$ cat src/rtl/alu_rf_sequencer.sv
// alu_rf_sequencer: multi-cycle sequencer that takes one MIPS-format
// instruction at a time, drives register-file read/write addresses and
// ALU control, captures the ALU result and reports completion.
// Flow: IDLE -> DECODE -> EXEC -> WB -> DONE -> IDLE (5 cycles per op).
module alu_rf_sequencer (
   input  logic        clk,
   input  logic        rst,
   input  logic        cmd_valid,
   output logic        cmd_ready,
   input  logic [31:0] instr,
   output logic [4:0]  read1,
   output logic [4:0]  read2,
   output logic [4:0]  write_reg,
   output logic        reg_write,
   output logic [31:0] wb_data,
   output logic [1:0]  alu_op,
   output logic [3:0]  func_code,
   input  logic [31:0] alu_out,
   input  logic        zero,
   output logic        done,
   output logic [31:0] result,
   output logic        branch_taken,
   output logic        illegal,
   output logic [15:0] retired
);

   typedef enum logic [2:0] {IDLE, DECODE, EXEC, WB, DONE} state_t;

   state_t      state, next_state;
   logic [31:0] instr_q;

   // combinational classification of the latched instruction
   logic [1:0]  cls_op;
   logic [3:0]  cls_func;
   logic        cls_beq;
   logic        cls_ill;
   logic        cls_wr;

   // classification captured at the end of DECODE
   logic [1:0]  dec_op;
   logic [3:0]  dec_func;
   logic        dec_beq;
   logic        dec_ill;
   logic        dec_wr;

   logic        handshake;
   assign handshake = cmd_valid && cmd_ready;

   // Instruction classifier; unknown opcodes and unknown R-type functs are illegal.
   always_comb begin
      cls_op   = 2'b00;
      cls_func = 4'b0010;
      cls_beq  = 1'b0;
      cls_ill  = 1'b1;
      case (instr_q[31:26])
         6'b000000: begin
            cls_op = 2'b10;
            case (instr_q[5:0])
               6'b100000: begin cls_func = 4'b0010; cls_ill = 1'b0; end
               6'b100010: begin cls_func = 4'b0110; cls_ill = 1'b0; end
               6'b100100: begin cls_func = 4'b0000; cls_ill = 1'b0; end
               6'b100101: begin cls_func = 4'b0001; cls_ill = 1'b0; end
               6'b101010: begin cls_func = 4'b0111; cls_ill = 1'b0; end
               default:   cls_ill = 1'b1;
            endcase
         end
         6'b000100: begin
            cls_op   = 2'b01;
            cls_func = 4'b0110;
            cls_beq  = 1'b1;
            cls_ill  = 1'b0;
         end
         default: cls_ill = 1'b1;
      endcase
      // only a legal R-type with a non-zero destination writes the RF
      cls_wr = (instr_q[31:26] == 6'b000000) && !cls_ill && (instr_q[15:11] != 5'd0);
   end

   // State register.
   always_ff @(posedge clk) begin
      if (rst) state <= IDLE;
      else     state <= next_state;
   end

   // Instruction latch, decode capture, result/flag capture and retire counter.
   always_ff @(posedge clk) begin
      if (rst) begin
         instr_q      <= 32'd0;
         dec_op       <= 2'b00;
         dec_func     <= 4'd0;
         dec_beq      <= 1'b0;
         dec_ill      <= 1'b0;
         dec_wr       <= 1'b0;
         result       <= 32'd0;
         branch_taken <= 1'b0;
         illegal      <= 1'b0;
         retired      <= 16'd0;
      end else begin
         if (state == IDLE && handshake) instr_q <= instr;
         if (state == DECODE) begin
            dec_op   <= cls_op;
            dec_func <= cls_func;
            dec_beq  <= cls_beq;
            dec_ill  <= cls_ill;
            dec_wr   <= cls_wr;
         end
         if (state == EXEC) begin
            result       <= alu_out;
            branch_taken <= dec_beq && zero;
         end
         // status becomes visible together with the done pulse
         if (state == WB) begin
            illegal <= dec_ill;
            retired <= retired + 16'd1;
         end
      end
   end

   // Next-state and Moore outputs; every control is 0 outside its window.
   always_comb begin
      next_state = state;
      cmd_ready  = 1'b0;
      read1      = 5'd0;
      read2      = 5'd0;
      write_reg  = 5'd0;
      reg_write  = 1'b0;
      wb_data    = 32'd0;
      alu_op     = 2'b00;
      func_code  = 4'd0;
      done       = 1'b0;
      case (state)
         IDLE: begin
            cmd_ready = 1'b1;
            if (cmd_valid) next_state = DECODE;
         end
         DECODE: begin
            read1      = instr_q[25:21];
            read2      = instr_q[20:16];
            next_state = EXEC;
         end
         EXEC: begin
            read1      = instr_q[25:21];
            read2      = instr_q[20:16];
            alu_op     = dec_op;
            func_code  = dec_func;
            next_state = WB;
         end
         WB: begin
            read1      = instr_q[25:21];
            read2      = instr_q[20:16];
            write_reg  = instr_q[15:11];
            reg_write  = dec_wr;
            wb_data    = result;
            next_state = DONE;
         end
         DONE: begin
            done       = 1'b1;
            next_state = IDLE;
         end
         default: next_state = IDLE;
      endcase
   end

endmodule

$ cat config.mk
export PLATFORM = sky130hd
export DESIGN_NAME = alu_rf_sequencer
export DESIGN_NICKNAME = d
export VERILOG_FILES = /design/src/rtl/alu_rf_sequencer.sv
export SDC_FILE = /design/constraint.sdc
export NUM_CORES = 1
export LEC_CHECK = 0
export BUFFER_PORTS_ARGS = -buffer_cell sky130_fd_sc_hd__buf_2
export CAP_MARGIN = 10
export CORE_MARGIN = 8
export CORE_UTILIZATION = 50
export DETAILED_ROUTE_END_ITERATION = 7
export PLACE_DENSITY_LB_ADDON = 0.15
export REMOVE_ABC_BUFFERS = 1
export SKIP_CTS_REPAIR_TIMING = 1
export SYNTH_ARGS = -nofsm -noshare
export SYNTH_HDL_FRONTEND = slang
export SYNTH_SLANG_ARGS = --single-unit
$ cat constraint.sdc
create_clock -name clk -period 4.7 [get_ports clk]
set_clock_uncertainty 0.05 [all_clocks]
set_input_delay 0.94 -clock clk [delete_from_list [all_inputs] [get_ports clk]]
set_output_delay 0.94 -clock clk [all_outputs]
set_load 0.02 [all_outputs]
# Yosys cells after proc, flatten, opt, wreduce, memory -nomap -nowiden

Index checks and enable logic that the tools add are counted.

Multiplexer cells: 17
Reduce and logical (&&, ||, !) cells: 11
Add/sub/neg operators: 1
Equal/unequal tests: 11

Operator list:

| cell                                                                   | number |
|---|---|
| 32-bit two-way mux                                                     | 1 |
| 6-bit equality test (second input constant)                            | 5 |
| 3-bit one-hot mux with 4 select lines                                  | 2 |
| 16-bit by 1-bit adder with 16-bit output (second input constant)       | 1 |
| 5-bit two-way mux                                                      | 3 |
| 3-bit by 2-bit equality test with 1-bit output (second input constant) | 2 |
| 6-bit by 3-bit equality test with 1-bit output (second input constant) | 1 |
| 6-bit zero test                                                        | 1 |
| 3-bit one-hot mux with 2 select lines                                  | 1 |
| 1-bit logical AND                                                      | 5 |
| 1-bit two-way mux                                                      | 5 |
| 5-bit nonzero test                                                     | 1 |
| 5-bit OR reduction                                                     | 1 |
| 4-bit two-way mux                                                      | 1 |
| 2-bit one-hot mux with 2 select lines                                  | 1 |
| 3-bit by 1-bit equality test with 1-bit output (second input constant) | 1 |
| 3-bit equality test (second input constant)                            | 1 |
| 3-bit zero test                                                        | 1 |
| 3-bit two-way mux                                                      | 1 |
| 3-bit OR reduction                                                     | 1 |
| 2-bit two-way mux                                                      | 1 |
| 2-bit != test (second input constant)                                  | 1 |
| 1-bit one-hot mux with 2 select lines                                  | 1 |
| 1-bit zero test                                                        | 1 |

Register bits: 94
Bits of input ports: 68
Output and inout port bits: 106

# Depth between registers and ports, before layout

Depth after elaboration: 7
Mapped depth: 7
Mapped depth without buffers: 5

# Least setup slack after synthesis

Ideal clock, no wire load.

Path type: register to output
Start: reg state[0]
End: out reg_write
Path slack: 2.390 ns
Arrival: 1.320 ns
Cell stages (with the launch flop): 6
Data required time: 3.710 ns
Cells stage by stage: dfxtp_1 > buf_2 > and3b_1 > clkbuf_1 > clkbuf_1 > and2_1

Word-level cells in the longest chain between the ends: 2

RTL lines:

| element                                        | line | RTL |
|---|---|---|
| start: declaration                             | 29   | `state_t state, next_state;` |
| start signal: assignment                       | 82   | `else state <= next_state;` |
| 3-bit by 2-bit equality test with 1-bit output | 131  | `case (state)` |
| 1-bit two-way mux                              | 131  |  |
| end: declaration                               | 14   | `output logic reg_write,` |

Every way passes these cells.

# Worst setup path after layout

Start: reg state[1]
End: out wb_data[13]

Word-level cells in the longest chain between the ends: 2

RTL lines:

| element                                        | line | RTL |
|---|---|---|
| 3-bit by 2-bit equality test with 1-bit output | 131  |  |
| 32-bit two-way mux                             | 131  |  |
| end: declaration                               | 15   | `output logic [31:0] wb_data,` |

Every way passes these cells.

==> run summary <==
====================================================================================
Sequential share of the synthesized area                                       0.475
Critical path startpoint category                                          flip-flop
Post-layout nets                                                                 686
Final worst-path cycle share                                                   0.630
Highest-count cells in the layout ignoring fill and taps                sky130_fd_sc_hd__buf_2, sky130_fd_sc_hd__nand2_1, sky130_fd_sc_hd__dfxtp_1
Area taken by multi-input logic gates                                    0.00178 mm²
Global-route wire length before repair                                       15.8 mm
Final core occ                                                                 0.654
Die Outline Area                                                          0.0103 mm²
Worst reg2reg startpoint                                                    state[1]
Seq. cell area                                                           0.00174 mm²
Maximum clock rate                                                           338 MHz
Via density per instance                                                        4.93
Total number of H-tree levels                                                      3
Number of cell instances on the worst register-to-register path                    4
Slew Limit Fails                                                                   0
Count of cell types in the netlist                                                42
HP Start                                                                 instr_q[20]
IR drop worst, VDD                                                        0.000178 V
Cell family contributing the most delay on the critical path              flip-flops
Detailed-route wire length                                                   10.1 mm
Critical path data required time                                             3.71 ns
Run status                                                                 completed
Final period demand of the worst path                                        2.96 ns
Chip width                                                                    102 µm
Final worst slack                                                            1.74 ns
Cells after synthesis                                                            467
Critical path, cell by cell                                             and3b_1 > buf_16 > and2_1 > buf_2
Area growth from synthesis to layout                                           27.9%
Launch point of the worst path                                              state[1]
Number of iterations in the first detailed-routing pass                            4
Post-synthesis cell area                                                 0.00367 mm²
Top cells by area, synth                                                sky130_fd_sc_hd__dfxtp_1, sky130_fd_sc_hd__nand2_1, sky130_fd_sc_hd__a21oi_1, sky130_fd_sc_hd__and2_1, sky130_fd_sc_hd__nor2_1
Top cell type's share of synthesized area                                      0.475
Proportion of synthesized flip-flops having asynchronous set or reset              0
Count of input and output buffers                                                167
Leakage dissipation                                                          2.22 nW
Root Driver                                                             sky130_fd_sc_hd__clkbuf_8
Final estimated routing congestion in global placement                         0.780
Pin count of the biggest net entering global routing                              51
Most common cell after layout, fill and taps aside                      sky130_fd_sc_hd__buf_2
Buffer depth of the longest clock path                                             2
Max Cap Violations                                                                 0
Diode insertion count for antenna repair                                           0
Sink Count                                                                        87
Library cell with the largest summed area after synthesis               sky130_fd_sc_hd__dfxtp_1
Clock tree from TritonCTS                                                      built
Number of clock buffers inserted by TritonCTS                                      9
Vias in the first global route                                                 3,377
Number of filler cells placed in the layout                                      641
Initial detailed-routing violation count                                         109
Measured slew at the worst slew-check pin                                    1.10 ns
Most used DFF post-synth                                                sky130_fd_sc_hd__dfxtp_1
Total power                                                                  1.48 mW
Chip height                                                                   102 µm
Share of post-route cells with drive strength above 1                          0.302
Post-route setup TNS                                                            0 ns
Category of the most critical setup path                                flip-flop to output pin
End point of the most critical hold path                                 instr_q[20]
Hold depth                                                                         2
Placed cells                                                                     704
Ports                                                                            174
Via count                                                                      3,537
CTS clock-pin slew for the worst setup and hold paths                        0.07 ns
WL per Instance                                                              14.1 µm
Total core area                                                          0.00718 mm²
Count of antenna-violating nets left after detailed routing                        0
Power per unit of standard cell area                                      315 mW/mm²
Number of standard-cell rows in the floorplan                                     31
Delay of the slowest cell on the worst path                                  0.65 ns
Buffers & Inverters on Critical Path                                               2
Unrepaired setup endpoints after global routing                                   no
Hpwl dp                                                                      7.45 mm
Overflow after GRT                                                                 0
Nature of the critical path endpoint                                      output pin
Number of synthesized flops with an enable pin                                     0
Count of endpoints failing hold in the final timing report                         0
Hold WC Path Type                                                       flip-flop to flip-flop
Remaining max-slew budget at the tightest pin                                  0.262
Number of warnings printed during yosys synthesis                                  0
Total routing usage reported by global routing                                 0.191
Slowest stage cell on the critical path                                 sky130_fd_sc_hd__dfxtp_1
Worst r2r dst                                                            instr_q[21]
Critical-path maximum fanout                                                      36
Flip-flop and latch count after synthesis                                         87
Initial antenna violation count                                                    0
Worst reg2reg setup slack                                                    2.60 ns
Number of DRC violations after detailed routing                                    0
Initial standard-cell utilization of the core                                  0.511
Worst-Skew Late Latency                                                      0.34 ns
Arr. time, crit path                                                         1.97 ns
Pre-CTS setup slack                                                          1.60 ns
Final Instance Count excl. Fillers                                               718
Final Setup Violations                                                             0
Syn Area/Cell                                                               7.85 µm²
====================================================================================
worst max path at each step:
stage | endpoint | slack (ns) | depth (start not counted)
2_1_floorplan | reg_write | 2.16 | 2
3_3_place_gp | wb_data[13] | 1.64 | 3
3_5_place_dp | wb_data[13] | 1.60 | 3
4_1_cts | wb_data[13] | 1.23 | 3
5_1_grt | wb_data[13] | 1.56 | 4
6_report | wb_data[13] | 1.74 | 4
flip-flops by register name (all words and copies together) (netlist names):
register and flops:
result 32, instr_q 27, retired 16, dec_func 3
state 3, dec_op 2, branch_taken 1, dec_ill 1
dec_wr 1, illegal 1
kinds of logic after synthesis:
logic type / share of synthesized area
buffers and inverters: 0.0386
XOR/XNOR: 0.0287
flip-flops: 0.475
other: 0.00102
AND/OR/NAND/NOR: 0.332
adder cells (fa/ha/maj): 0.00341
AO/OA/AOI/OAI: 0.122
per-layer routing:
layer | wire [µm] | vias to the layer above | share of wire | global-route usage
li1 | - | 1828 | - | -
met1 | 4150 | 1581 | 0.41 | 0.211
met2 | 4850 | 115 | 0.48 | 0.324
met3 | 1010 | 13 | 0.099 | 0.0749
met4 | 125 | 0 | 0.012 | 0.0630
met5 | 0 | - | 0 | 0
layout make-up:
class                           count  area share
Clock buffer                       11      0.0301
Timing Repair Buffer              170       0.187
Tap cell                           99      0.0264
Multi-Input combinational cell    346       0.380
Sequential cell                    87       0.371
Inverter                            3     0.00240
Clock inverter                      2     0.00213
report_power, final:
part / switching, mW / total [mW] / leakage, nW / internal, mW
clock network: 0.239 / 0.435 / 0.0809 / 0.196
registers: 0.0324 / 0.812 / 0.708 / 0.779
logic: 0.151 / 0.233 / 1.43 / 0.0819
total: 0.422 / 1.48 / 2.22 / 1.06
cells in the mapped netlist, types with 2 or more instances:
cell type,instances
sky130_fd_sc_hd__nor2b_1,2
sky130_fd_sc_hd__nor3_1,7
sky130_fd_sc_hd__dfxtp_1,87
sky130_fd_sc_hd__nand4_1,5
sky130_fd_sc_hd__nor2_1,24
sky130_fd_sc_hd__buf_2,8
sky130_fd_sc_hd__nand3_1,4
sky130_fd_sc_hd__xor2_1,3
sky130_fd_sc_hd__and2_1,51
sky130_fd_sc_hd__a21oi_1,69
sky130_fd_sc_hd__xnor2_1,9
sky130_fd_sc_hd__nand2_1,129
sky130_fd_sc_hd__nor4_1,4
sky130_fd_sc_hd__or3_1,2
sky130_fd_sc_hd__and3_1,6
sky130_fd_sc_hd__clkbuf_1,22
sky130_fd_sc_hd__a32o_1,2
sky130_fd_sc_hd__o21ai_0,4
sky130_fd_sc_hd__or4_1,2
sky130_fd_sc_hd__inv_1,3
sky130_fd_sc_hd__and4_1,2
sky130_fd_sc_hd__nor3b_1,2
stage by stage:
stage          hold slack, ns  instance area [µm²]
4_1_cts                 0.404                 4660
2_1_floorplan           0.368                 3540
6_report                0.402                 4690
5_1_grt                 0.424                 4690
3_5_place_dp            0.386                 4510
3_3_place_gp            0.379                 4510
worst min-delay path, stage by stage (launching register included):
cell	delay (ns)
sky130_fd_sc_hd__dfxtp_1	0.31
sky130_fd_sc_hd__nand2_1	0.05
sky130_fd_sc_hd__a21oi_1	0.05
No activity file was read; power rests on OpenSTA's default activity.
